$ cat config.mk
export PLATFORM = sky130hd
export DESIGN_NAME = fpu_operand_unpacker_flat
export DESIGN_NICKNAME = d
export VERILOG_FILES = /design/src/rtl/fpu_operand_unpacker_if.sv /design/src/rtl/fpu_operand_unpacker.sv /design/src/flat_wrapper.sv
export SDC_FILE = /design/constraint.sdc
export NUM_CORES = 1
export LEC_CHECK = 0
export CORE_AREA = 5 5 187 189
export CTS_CLUSTER_SIZE = 16
export DETAILED_ROUTE_END_ITERATION = 8
export DIE_AREA = 0 0 192 194
export PLACE_DENSITY_LB_ADDON = 0.15
export SKIP_CTS_REPAIR_TIMING = 1
export SLEW_MARGIN = 20
export SYNTH_ARGS = -nofsm -noshare
export SYNTH_HDL_FRONTEND = slang
export SYNTH_SLANG_ARGS = --single-unit
$ cat constraint.sdc
create_clock -name clk -period 4.1 [get_ports clk]
set_input_delay 0.41 -clock clk [delete_from_list [all_inputs] [get_ports clk]]
set_output_delay 0.41 -clock clk [all_outputs]
set_load 0.03 [all_outputs]
$ cat src/rtl/fpu_operand_unpacker_if.sv
// Handshake and data bundle between the FPU issue side, the operand unpacker and the datapaths.
interface fpu_operand_unpacker_if #(
  parameter int EXP_WIDTH  = 8,
  parameter int FRAC_WIDTH = 23
);
  localparam int W = 1 + EXP_WIDTH + FRAC_WIDTH;

  logic                  in_valid;
  logic                  in_ready;
  logic [W-1:0]          a;
  logic [W-1:0]          b;
  logic                  out_valid;
  logic                  out_ready;
  logic                  a_sign;
  logic                  b_sign;
  logic [EXP_WIDTH+1:0]  a_exponent;
  logic [EXP_WIDTH+1:0]  b_exponent;
  logic [FRAC_WIDTH:0]   a_significand;
  logic [FRAC_WIDTH:0]   b_significand;
  logic [2:0]            a_type;
  logic [2:0]            b_type;
  logic                  a_snan;
  logic                  b_snan;

  modport master (
    output in_valid, a, b, out_ready,
    input  in_ready, out_valid, a_sign, b_sign, a_exponent, b_exponent,
           a_significand, b_significand, a_type, b_type, a_snan, b_snan
  );

  modport slave (
    input  in_valid, a, b, out_ready,
    output in_ready, out_valid, a_sign, b_sign, a_exponent, b_exponent,
           a_significand, b_significand, a_type, b_type, a_snan, b_snan
  );
endinterface

$ cat src/rtl/fpu_operand_unpacker.sv
// Splits IEEE-754 operands A/B into sign, extended exponent, normalized significand and class.
// Latency 2 cycles, one pair per cycle; elastic valid/ready stages stall without bubbles.
module fpu_operand_unpacker #(
  parameter int EXP_WIDTH  = 8,
  parameter int FRAC_WIDTH = 23
) (
  input  logic                   clk,
  input  logic                   reset_n,
  fpu_operand_unpacker_if.slave  bus
);
  localparam int W   = 1 + EXP_WIDTH + FRAC_WIDTH;
  localparam int XW  = EXP_WIDTH + 2;
  localparam int LZW = $clog2(FRAC_WIDTH + 1);

  typedef enum logic [2:0] {
    NORMAL    = 3'b000,
    NAN       = 3'b010,
    INFINITE  = 3'b011,
    SUBNORMAL = 3'b100,
    ZERO      = 3'b101
  } operand_type;

  typedef struct packed {
    logic                  sign;
    logic [EXP_WIDTH-1:0]  exp;
    logic [FRAC_WIDTH-1:0] frac;
    operand_type           kind;
    logic                  snan;
    logic [LZW-1:0]        lz;
  } s1_t;

  typedef struct packed {
    logic                  sign;
    logic [XW-1:0]         exponent;
    logic [FRAC_WIDTH:0]   significand;
    operand_type           kind;
    logic                  snan;
  } s2_t;

  // Leading zeros of {1'b0,f}; the highest set bit wins because it is assigned last.
  function automatic logic [LZW-1:0] lzc(input logic [FRAC_WIDTH-1:0] f);
    logic [LZW-1:0] n;
    n = LZW'(FRAC_WIDTH);
    for (int i = 0; i < FRAC_WIDTH; i++) begin
      if (f[i]) n = LZW'(FRAC_WIDTH - i);
    end
    return n;
  endfunction

  function automatic s1_t classify(input logic [W-1:0] x);
    s1_t  r;
    logic e_zero, e_ones, f_zero;
    r.sign = x[W-1];
    r.exp  = x[W-2 -: EXP_WIDTH];
    r.frac = x[FRAC_WIDTH-1:0];
    r.lz   = '0;
    r.snan = 1'b0;
    e_zero = (r.exp == '0);
    e_ones = &r.exp;
    f_zero = (r.frac == '0);
    if (e_zero && f_zero) begin
      r.kind = ZERO;
    end else if (e_zero) begin
      r.kind = SUBNORMAL;
      r.lz   = lzc(r.frac);
    end else if (e_ones && f_zero) begin
      r.kind = INFINITE;
    end else if (e_ones) begin
      r.kind = NAN;
      r.snan = !r.frac[FRAC_WIDTH-1];
    end else begin
      r.kind = NORMAL;
    end
    return r;
  endfunction

  function automatic s2_t expand(input s1_t p);
    s2_t r;
    r.sign = p.sign;
    r.kind = p.kind;
    r.snan = p.snan;
    case (p.kind)
      SUBNORMAL: begin
        // Two's-complement exponent 1-lz keeps the value exact after normalization.
        r.exponent    = XW'(1) - XW'(p.lz);
        r.significand = {1'b0, p.frac} << p.lz;
      end
      ZERO: begin
        r.exponent    = '0;
        r.significand = '0;
      end
      INFINITE, NAN: begin
        r.exponent    = XW'(p.exp);
        r.significand = {1'b0, p.frac};
      end
      default: begin
        r.exponent    = XW'(p.exp);
        r.significand = {1'b1, p.frac};
      end
    endcase
    return r;
  endfunction

  logic s1_valid, s2_valid;
  logic s1_en, s2_en;
  s1_t  s1_a, s1_b;
  s2_t  s2_a, s2_b;

  assign s2_en       = !s2_valid || bus.out_ready;
  assign s1_en       = !s1_valid || s2_en;
  assign bus.in_ready = s1_en;

  always_ff @(posedge clk or negedge reset_n) begin
    if (!reset_n) begin
      s1_valid <= 1'b0;
      s2_valid <= 1'b0;
    end else begin
      if (s1_en) s1_valid <= bus.in_valid;
      if (s2_en) s2_valid <= s1_valid;
    end
  end

  // Data only moves with a valid token so idle-cycle inputs never reach the outputs.
  always_ff @(posedge clk or negedge reset_n) begin
    if (!reset_n) begin
      s1_a <= '0;
      s1_b <= '0;
      s2_a <= '0;
      s2_b <= '0;
    end else begin
      if (s1_en && bus.in_valid) begin
        s1_a <= classify(bus.a);
        s1_b <= classify(bus.b);
      end
      if (s2_en && s1_valid) begin
        s2_a <= expand(s1_a);
        s2_b <= expand(s1_b);
      end
    end
  end

  assign bus.out_valid     = s2_valid;
  assign bus.a_sign        = s2_a.sign;
  assign bus.b_sign        = s2_b.sign;
  assign bus.a_exponent    = s2_a.exponent;
  assign bus.b_exponent    = s2_b.exponent;
  assign bus.a_significand = s2_a.significand;
  assign bus.b_significand = s2_b.significand;
  assign bus.a_type        = s2_a.kind;
  assign bus.b_type        = s2_b.kind;
  assign bus.a_snan        = s2_a.snan;
  assign bus.b_snan        = s2_b.snan;
endmodule

$ cat src/flat_wrapper.sv
// flat-port wrapper written by rule: the top's interface ports become plain ports
module fpu_operand_unpacker_flat 
#(
  parameter int EXP_WIDTH  = 8,
  parameter int FRAC_WIDTH = 23
)
  (clk, reset_n, bus_in_valid, bus_a, bus_b, bus_out_ready, bus_in_ready, bus_out_valid, bus_a_sign, bus_b_sign, bus_a_exponent, bus_b_exponent, bus_a_significand, bus_b_significand, bus_a_type, bus_b_type, bus_a_snan, bus_b_snan);
  fpu_operand_unpacker_if #(.EXP_WIDTH(EXP_WIDTH), .FRAC_WIDTH(FRAC_WIDTH)) bus_i ();
  input  logic clk;
  input  logic reset_n;
  input wire logic [$bits(bus_i.in_valid)-1:0] bus_in_valid;
  input wire logic [$bits(bus_i.a)-1:0] bus_a;
  input wire logic [$bits(bus_i.b)-1:0] bus_b;
  input wire logic [$bits(bus_i.out_ready)-1:0] bus_out_ready;
  output wire logic [$bits(bus_i.in_ready)-1:0] bus_in_ready;
  output wire logic [$bits(bus_i.out_valid)-1:0] bus_out_valid;
  output wire logic [$bits(bus_i.a_sign)-1:0] bus_a_sign;
  output wire logic [$bits(bus_i.b_sign)-1:0] bus_b_sign;
  output wire logic [$bits(bus_i.a_exponent)-1:0] bus_a_exponent;
  output wire logic [$bits(bus_i.b_exponent)-1:0] bus_b_exponent;
  output wire logic [$bits(bus_i.a_significand)-1:0] bus_a_significand;
  output wire logic [$bits(bus_i.b_significand)-1:0] bus_b_significand;
  output wire logic [$bits(bus_i.a_type)-1:0] bus_a_type;
  output wire logic [$bits(bus_i.b_type)-1:0] bus_b_type;
  output wire logic [$bits(bus_i.a_snan)-1:0] bus_a_snan;
  output wire logic [$bits(bus_i.b_snan)-1:0] bus_b_snan;
  assign bus_i.in_valid = bus_in_valid;
  assign bus_i.a = bus_a;
  assign bus_i.b = bus_b;
  assign bus_i.out_ready = bus_out_ready;
  assign bus_in_ready = bus_i.in_ready;
  assign bus_out_valid = bus_i.out_valid;
  assign bus_a_sign = bus_i.a_sign;
  assign bus_b_sign = bus_i.b_sign;
  assign bus_a_exponent = bus_i.a_exponent;
  assign bus_b_exponent = bus_i.b_exponent;
  assign bus_a_significand = bus_i.a_significand;
  assign bus_b_significand = bus_i.b_significand;
  assign bus_a_type = bus_i.a_type;
  assign bus_b_type = bus_i.b_type;
  assign bus_a_snan = bus_i.a_snan;
  assign bus_b_snan = bus_i.b_snan;
  fpu_operand_unpacker #(.EXP_WIDTH(EXP_WIDTH), .FRAC_WIDTH(FRAC_WIDTH)) u_core (.clk(clk), .reset_n(reset_n), .bus(bus_i));
endmodule
[After elaboration in Yosys (flattened, before gate mapping)]
Cells that the tools add are included.
Operators by class
  $add $sub $neg: 2
  reduce and logical (&&, ||, !) cells: 20
  shifts and indexed selects: 2
  muxes and demuxes: 64
  equal/unequal tests: 8
Operator list (number)
  case mux 34 bit (3 select lines): 2
  2-to-1 mux 5 bit: 32
  << shifter 23 x 5 -> 24 bit: 2
  zero test 23 bit: 2
  2-to-1 mux 3 bit: 14
  zero test 8 bit: 2
  AND reduction 8 bit: 2
  == test 3 x 2 -> 1 bit, second input constant: 4
  == test 3 bit, second input constant: 4
  2-to-1 mux 2 bit: 6
  2-to-1 mux 6 bit: 2
  subtractor 1 x 5 -> 6 bit, first input constant: 2
  2-to-1 mux 1 bit: 8
  logical AND 1 bit: 6
  zero test 1 bit: 4
  OR reduction 2 bit: 2
  logical OR 1 bit: 2
Word-level totals
  bits of input ports: 68
  bits in registers: 162

[Logic depth before layout (Yosys ltp)]
Gate-level depths: netlist of the first run.
  depth after elaboration: 24
  depth in mapped cells: 8
  depth with buffers taken out: 5

[Least setup slack after synthesis of the first run]
No wires, ideal clock.
  kind: register to register
  start point: register u_core.s2_valid (netlist: u_core.bus.out_valid)
  end point: register u_core.s1_a[10] (netlist name)
  setup slack: 2167 ps
  data arrival time: 1809 ps
  library setup time: 125 ps
  stages on the path, launching flop included: 6
  buffers on the path: 2
  cells stage by stage: dfrtp_1 -> nand3b_1 -> nand2_1 -> buf_2 -> buf_2 -> mux2_2
Between the ends
  word-level cells in the longest chain between the ends: 4
RTL lines
  start, declared: line fpu_operand_unpacker.sv:104  | logic s1_valid, s2_valid;
  start signal, assigned: line fpu_operand_unpacker.sv:119  | if (s2_en) s2_valid <= s1_valid;
  zero test 1 bit: line fpu_operand_unpacker.sv:109  | assign s2_en = !s2_valid || bus.out_ready;
  logical OR 1 bit: line fpu_operand_unpacker.sv:109
  logical OR 1 bit: line fpu_operand_unpacker.sv:110  | assign s1_en = !s1_valid || s2_en;
  named net bus_in_ready: line flat_wrapper.sv:15  | output wire logic [$bits(bus_i.in_ready)-1:0] bus_in_ready;
  logical AND 1 bit: line fpu_operand_unpacker.sv:131  | if (s1_en && bus.in_valid) begin
  end signal, assigned: line fpu_operand_unpacker.sv:132  | s1_a <= classify(bus.a);
  end, declared: line fpu_operand_unpacker.sv:106  | s1_t s1_a, s1_b;
The timed path passes the listed nets, and every way through them passes these cells.
A chain may end at the register's enable or synchronous reset.

[Worst setup path after layout of the first run]
  start point: register u_core.s1_a[1] (netlist name)
  end point: register u_core.s2_a (netlist bit u_core.bus.a_significand[23])
Between the ends
  word-level cells in the longest chain between the ends: 2
RTL lines
  << shifter 23 x 5 -> 24 bit: line fpu_operand_unpacker.sv:86  | r.significand = {1'b0, p.frac} << p.lz;
  case mux 34 bit (3 select lines): line fpu_operand_unpacker.sv:82  | case (p.kind)
  end signal, assigned: line fpu_operand_unpacker.sv:136  | s2_a <= expand(s1_a);
  end, declared: line fpu_operand_unpacker.sv:107  | s2_t s2_a, s2_b;
No other way between the ends.

==> impl_metrics.json, run 1 <==
{
  "clock_sink_count": 160,
  "synth_cell_type_count": 66,
  "rsz0062_at_grt": "no",
  "routed-via-count": 8194,
  "cts.reportedPaths.clkPinSlew_ns": 0.07,
  "die_w_um": 192,
  "path_buf_inv": 2,
  "fin_setup_tns_ns": 0,
  "critical_path.top_delay_family": "flip-flops",
  "max_slew.worst_pin.slew_ns": 1.060,
  "timing.max_slew.rel_slack": 0.2934,
  "grt-ovfl-total": 0,
  "startpoint_type": "flip-flop",
  "synth.top_cell.area_share": 0.4218,
  "fin_max_slew_vios": 0,
  "timing.rr.start": "u_core.s1_a[1]$_DFFE_PN0P_",
  "synth_commonest_cells": "dfrtp_1, nand2_1, mux2_2",
  "die-area_um2": 37250,
  "status": "finished clean",
  "path_cells": "buf_4 -> buf_4 -> mux4_2 -> a22oi_1 -> a21oi_1 -> nor3_1 -> a21oi_1",
  "fin_util": 0.3629,
  "synth.yosys.seq_area_share": 0.4218,
  "floorplan.rows": 67,
  "area_growth_syn_to_layout_pct": 26.58,
  "drt-initial-drc-count": 658,
  "ant_nets": 0,
  "critical_path_class": "flip-flop to flip-flop",
  "antenna_found_initial": 0,
  "synth.yosys.warnings": 0,
  "buffer_ports.inserted": 147,
  "htree_num_levels": 4,
  "clk-insertion-delay-late_ns": 0.44,
  "total_inserted_antenna_cells": 0,
  "maximum_number_of_pins_on_one_net_before_global_route_repair": 84,
  "timing.clock.skew_ns": 0.01227,
  "routed_via_density": 5.266,
  "finalHoldViolations": 0,
  "grt_pass1_wl_um": 51140,
  "maxCapViolCount": 0,
  "route.final.wire_length_um": 32790,
  "fin_hold_ws_ns": 0.02705,
  "power.density_cell_area_nw_per_um2": 436.9,
  "post_drt_wl_per_cell_um": 21.07,
  "cp_max_fo": 19,
  "synth.top_cells.by_area": "dfrtp_1, mux2_2, nand2_1",
  "initial_utilization": 0.2867,
  "cts-buffers-inserted": 17,
  "netlist.top_cell.by_area": "dfrtp_1",
  "leading_register_cell_type_out_of_synthesis": "dfrtp_1",
  "grt.total_usage": 0.1754,
  "cellLeakagePower_nw": 4.735,
  "cp_slowest_stage_delay_ns": 0.87,
  "tritoncts_clock_tree": "yes",
  "hold_class": "primary input to asynchronous set/reset pin",
  "die_y_um": 194,
  "routabilityCongestion": 0.8543,
  "number_of_flops_mapped_to_enable_cells_by_yosys": 0,
  "fp.coreArea_um2": 33110,
  "cts.root.buffer_cell": "clkbuf_16",
  "number_of_remaining_drc_errors": 0,
  "finalCriticalPeriod_ns": 2.549,
  "timing.critical_path.slowest_stage_cell": "dfrtp_1",
  "critPathArrivalTime_ns": 2.86,
  "clk_buf_depth": 2,
  "min_period_over_period": 0.6218,
  "vias_in_the_first_global_route": 8232,
  "pin_count": 148,
  "synth_fp_nets": 1046,
  "drive_gt1_frac": 0.1588,
  "fmax_ghz": 0.3922,
  "yosys.cell_count.top_type": "dfrtp_1",
  "async_flop_share": 1.000,
  "total_power_mw": 5.250,
  "post_synth_instance_area_um2": 9493,
  "crit_path_end_kind": "flip-flop",
  "synth_seq_cells": 160,
  "postSynthAreaPerCell_um2": 9.726,
  "number_of_search_and_repair_iterations_in_the_first_detailed_routing_pass": 5,
  "design.final.nets": 1165,
  "cp-startpoint": "u_core.s1_a[1]$_DFFE_PN0P_",
  "hpwlAfterDp_um": 24350,
  "synthesis.instances": 976,
  "cp.required_ns": 4.41,
  "ir_drop_mv": 0.2880,
  "endpoints_failing_setup": 0
}
[power breakdown]
group	switching (mW)	leakage, nW	internal, mW	total, mW
clock network	0.696	0.304	1.06	1.76
logic	0.782	2.48	0.636	1.42
registers	0.262	1.95	1.81	2.08
[worst paths after layout]
path                            cells after the start                                       end  slack, ns
worst max-delay path                                7  u_core.bus.a_significand[23]$_DFFE_PN0P_       1.55
worst min-delay path                                1               u_core.s1_a[12]$_DFFE_PN0P_       0.03
worst max register to register                      7  u_core.bus.a_significand[23]$_DFFE_PN0P_       1.55
worst min register to register                      2             u_core.bus.a_snan$_DFFE_PN0P_       0.46
max in group asynchronous                           2               u_core.s1_b[10]$_DFFE_PN0P_       3.13
min in group clk                                    2             u_core.bus.a_snan$_DFFE_PN0P_       0.46
[layout make-up]
| type | instances | area (um2) |
|---|---|---|
| inverters | 17 | 63.81 |
| multi-input cells | 727 | 5089 |
| clock buffers | 21 | 460.4 |
| well taps | 448 | 560.5 |
| fillers | 3392 | 21100 |
| flip-flops and latches | 160 | 4004 |
| repair buffers | 172 | 1660 |
| clock inverters | 11 | 178.9 |
[sequential cells by signal (all words and copies together), names as in the netlist, 3 cells and up]
register,flops
u_core.bus.b_exponent,9
u_core.bus.a_exponent,9
u_core.bus.b_significand,24
u_core.bus.b_type,3
u_core.bus.a_significand,24
u_core.s1_b,41
u_core.bus.a_type,3
u_core.s1_a,41
[per-layer routing]
layer  track usage  routed length (um)
met1        0.2786               16850
met5             0                   0
met2        0.2438               13750
met3       0.03331                1725
met4       0.04068                 469
[worst reg2reg max path: cells and delay by family (launching register included)]
family	cells	cell delay, ns
AOI/OAI and AO/OA	3	0.41
DFF	1	0.87
muxes	1	0.33
and+or+nand+nor	1	0.25
buffers and inverters	2	0.57
[cells by family after synthesis]
family	after synthesis	share of synthesized area
adder cells (fa/ha/maj)	2	0.002636
flip-flops	160	0.4218
multiplexers	150	0.1967
buffers and inverters	89	0.04336
XOR/XNOR	5	0.004613
AO/OA/AOI/OAI	221	0.1537
AND/OR/NAND/NOR	349	0.1773
[placed cells by master, fill, tap and decap left out, types with 8 or more instances in the layout]
master | netlist | layout
mux2_2 | 85 | 85
o211ai_1 | 15 | 15
a211oi_1 | 8 | 8
clkbuf_16 | 0 | 17
nand4_1 | 9 | 9
o21ai_0 | 46 | 46
nand2b_1 | 14 | 14
mux2i_1 | 41 | 41
a221oi_1 | 12 | 12
and3_1 | 22 | 22
nor3_1 | 23 | 23
o221ai_1 | 10 | 10
nor2_1 | 69 | 69
inv_1 | 14 | 14
buf_4 | 6 | 25
nor2b_1 | 10 | 10
clkdlybuf4s50_1 | 0 | 146
a21oi_1 | 63 | 63
nand3_1 | 21 | 21
mux4_2 | 19 | 19
dfrtp_1 | 160 | 160
nand3b_1 | 8 | 8
nand2_1 | 134 | 132
nor4_1 | 16 | 16
[metrics by stage]
| stage | cells | setup slack (ns) | cell area [um2] |
|---|---|---|---|
| floorplan | 976 | 2.167 | 9493 |
| global placement | 1524 | 1.327 | 11380 |
| detailed placement | 1524 | 1.238 | 11380 |
| CTS | 1556 | 1.551 | 12020 |
| global route | 1556 | 1.246 | 12020 |
| finish | 1556 | 1.551 | 12020 |
No activity file was read; power rests on OpenSTA's default activity.
==> run 2: changes to the inputs <==
==> constraint.sdc (replaced) <==
create_clock -name clk -period 2.5 [get_ports clk]
set_input_delay 0.25 -clock clk [delete_from_list [all_inputs] [get_ports clk]]
set_output_delay 0.25 -clock clk [all_outputs]
set_load 0.03 [all_outputs]
==> impl_metrics.json, run 2 (synthesis results as in run 1) <==
{
  "cp_slowest_stage_delay_ns": 0.76,
  "endpoints_failing_setup": 0,
  "grt-ovfl-total": 0,
  "fp.coreArea_um2": 33110,
  "fin_util": 0.3712,
  "htree_num_levels": 4,
  "clk-insertion-delay-late_ns": 0.44,
  "startpoint_type": "flip-flop",
  "final_cell_mix": "dfrtp_1, clkdlybuf4s50_1, nand2_1",
  "total_inserted_antenna_cells": 0,
  "routabilityCongestion": 0.8996,
  "initial_utilization": 0.2867,
  "top_regs": "u_core.s1_a x41, u_core.s1_b x41",
  "cts.root.buffer_cell": "clkbuf_16",
  "status": "finished clean",
  "maxCapViolCount": 0,
  "hpwlAfterDp_um": 25480,
  "routed_via_density": 5.254,
  "floorplan.rows": 67,
  "timing.rr.start": "u_core.s1_a[1]$_DFFE_PN0P_",
  "cts.reportedPaths.clkPinSlew_ns": 0.07,
  "fin_max_slew_vios": 0,
  "grt_pass1_wl_um": 53130,
  "fmax_ghz": 0.4329,
  "ant_nets": 0,
  "final_area_um2": 12290,
  "clk_buf_depth": 2,
  "area_growth_syn_to_layout_pct": 29.47,
  "die-area_um2": 37250,
  "seq_area_um2": 4004,
  "cellLeakagePower_nw": 4.898,
  "die_y_um": 194,
  "clock_sink_count": 160,
  "post_drt_wl_per_cell_um": 21.16,
  "cts-buffers-inserted": 17,
  "hold_class": "primary input to asynchronous set/reset pin",
  "drt-initial-drc-count": 628,
  "grt.total_usage": 0.1814,
  "final.fill_count": 3367,
  "rsz0062_at_grt": "no",
  "timing.critical_path.slowest_stage_cell": "clkdlybuf4s50_1",
  "design.final.nets": 1197,
  "number_of_search_and_repair_iterations_in_the_first_detailed_routing_pass": 5,
  "path_buf_inv": 1,
  "timing.clock.skew_ns": 0.01152,
  "antenna_found_initial": 0,
  "finalHoldViolations": 0,
  "critical_path.top_delay_family": "buffers and inverters",
  "flop_to_flop_setup_slack_ns": 0.19,
  "fin_setup_tns_ns": 0,
  "ir_drop_mv": 0.4579,
  "cp_max_fo": 8,
  "path_cells": "nand3b_1 -> clkdlybuf4s50_1",
  "pin_count": 148,
  "critPathArrivalTime_ns": 2.06,
  "timing.max_slew.rel_slack": 0.4274,
  "die_w_um": 192,
  "min_period_over_period": 0.9240,
  "critical_path_class": "flip-flop to output port",
  "drive_gt1_frac": 0.1833,
  "finalCriticalPeriod_ns": 2.310,
  "buffer_ports.inserted": 147,
  "cp.required_ns": 2.25,
  "power.density_cell_area_nw_per_um2": 685.1,
  "maximum_number_of_pins_on_one_net_before_global_route_repair": 59,
  "cp-startpoint": "u_core.s1_valid$_DFFE_PN0N_",
  "tritoncts_clock_tree": "yes",
  "route.final.wire_length_um": 33600,
  "number_of_remaining_drc_errors": 0,
  "crit_path_end_kind": "output port",
  "multi_input_area_um2": 5089,
  "vias_in_the_first_global_route": 8562,
  "max_slew.worst_pin.slew_ns": 0.8373,
  "final_common_cell": "dfrtp_1",
  "routed-via-count": 8344,
  "placed_area_um2": 11700
}
run 2: area by class of cell:
| cell class | instances | share of cell area |
|---|---|---|
| Multi-Input combinational cell | 727 | 0.4140 |
| Sequential cell | 160 | 0.3258 |
| Inverter | 17 | 0.005192 |
| Timing Repair Buffer | 204 | 0.1620 |
| Tap cell | 448 | 0.04561 |
| Clock inverter | 13 | 0.01059 |
| Clock buffer | 19 | 0.03685 |
run 2: routing by layer:
layer  GRT usage  up-vias  part of all wire
met5           0        -                 0
met4     0.04411        0             0.016
met3     0.04231       28             0.065
met2      0.2486      273              0.41
met1      0.2852     4132              0.51
li1            -     3911                 -
run 2: per-stage QoR:
step / power (mW) / hold slack, ns / instances / setup WS [ns]
2_1_floorplan: 4.647 / -0.04559 / 976 / 0.5667
3_3_place_gp: 5.833 / 0.2402 / 1555 / 0.1765
3_5_place_dp: 5.838 / 0.2380 / 1555 / 0.08410
4_1_cts: 8.504 / -0.2302 / 1587 / 0.1731
5_1_grt: 8.852 / 0.3831 / 1588 / 0.02628
6_report: 8.420 / 0.3155 / 1588 / 0.1900
run 2: final timing paths:
kind | endpoint | depth (start not counted)
worst max-delay path | bus_in_ready | 2
min in group clk | u_core.s1_b[40]$_DFFE_PN0P_ | 2
worst min register to register | u_core.bus.b_sign$_DFFE_PN0P_ | 2
worst min-delay path | u_core.s1_a[17]$_DFFE_PN0P_ | 2
worst max register to register | u_core.bus.a_significand[23]$_DFFE_PN0P_ | 7
max in group asynchronous | u_core.bus.b_exponent[8]$_DFFE_PN0P_ | 4
run 2: where the power goes:
group	switching, mW	leakage (nW)	internal (mW)
clock network	1.20	0.278	1.45
logic	1.30	2.67	1.08
registers	0.412	1.95	2.97
total	2.92	4.90	5.50
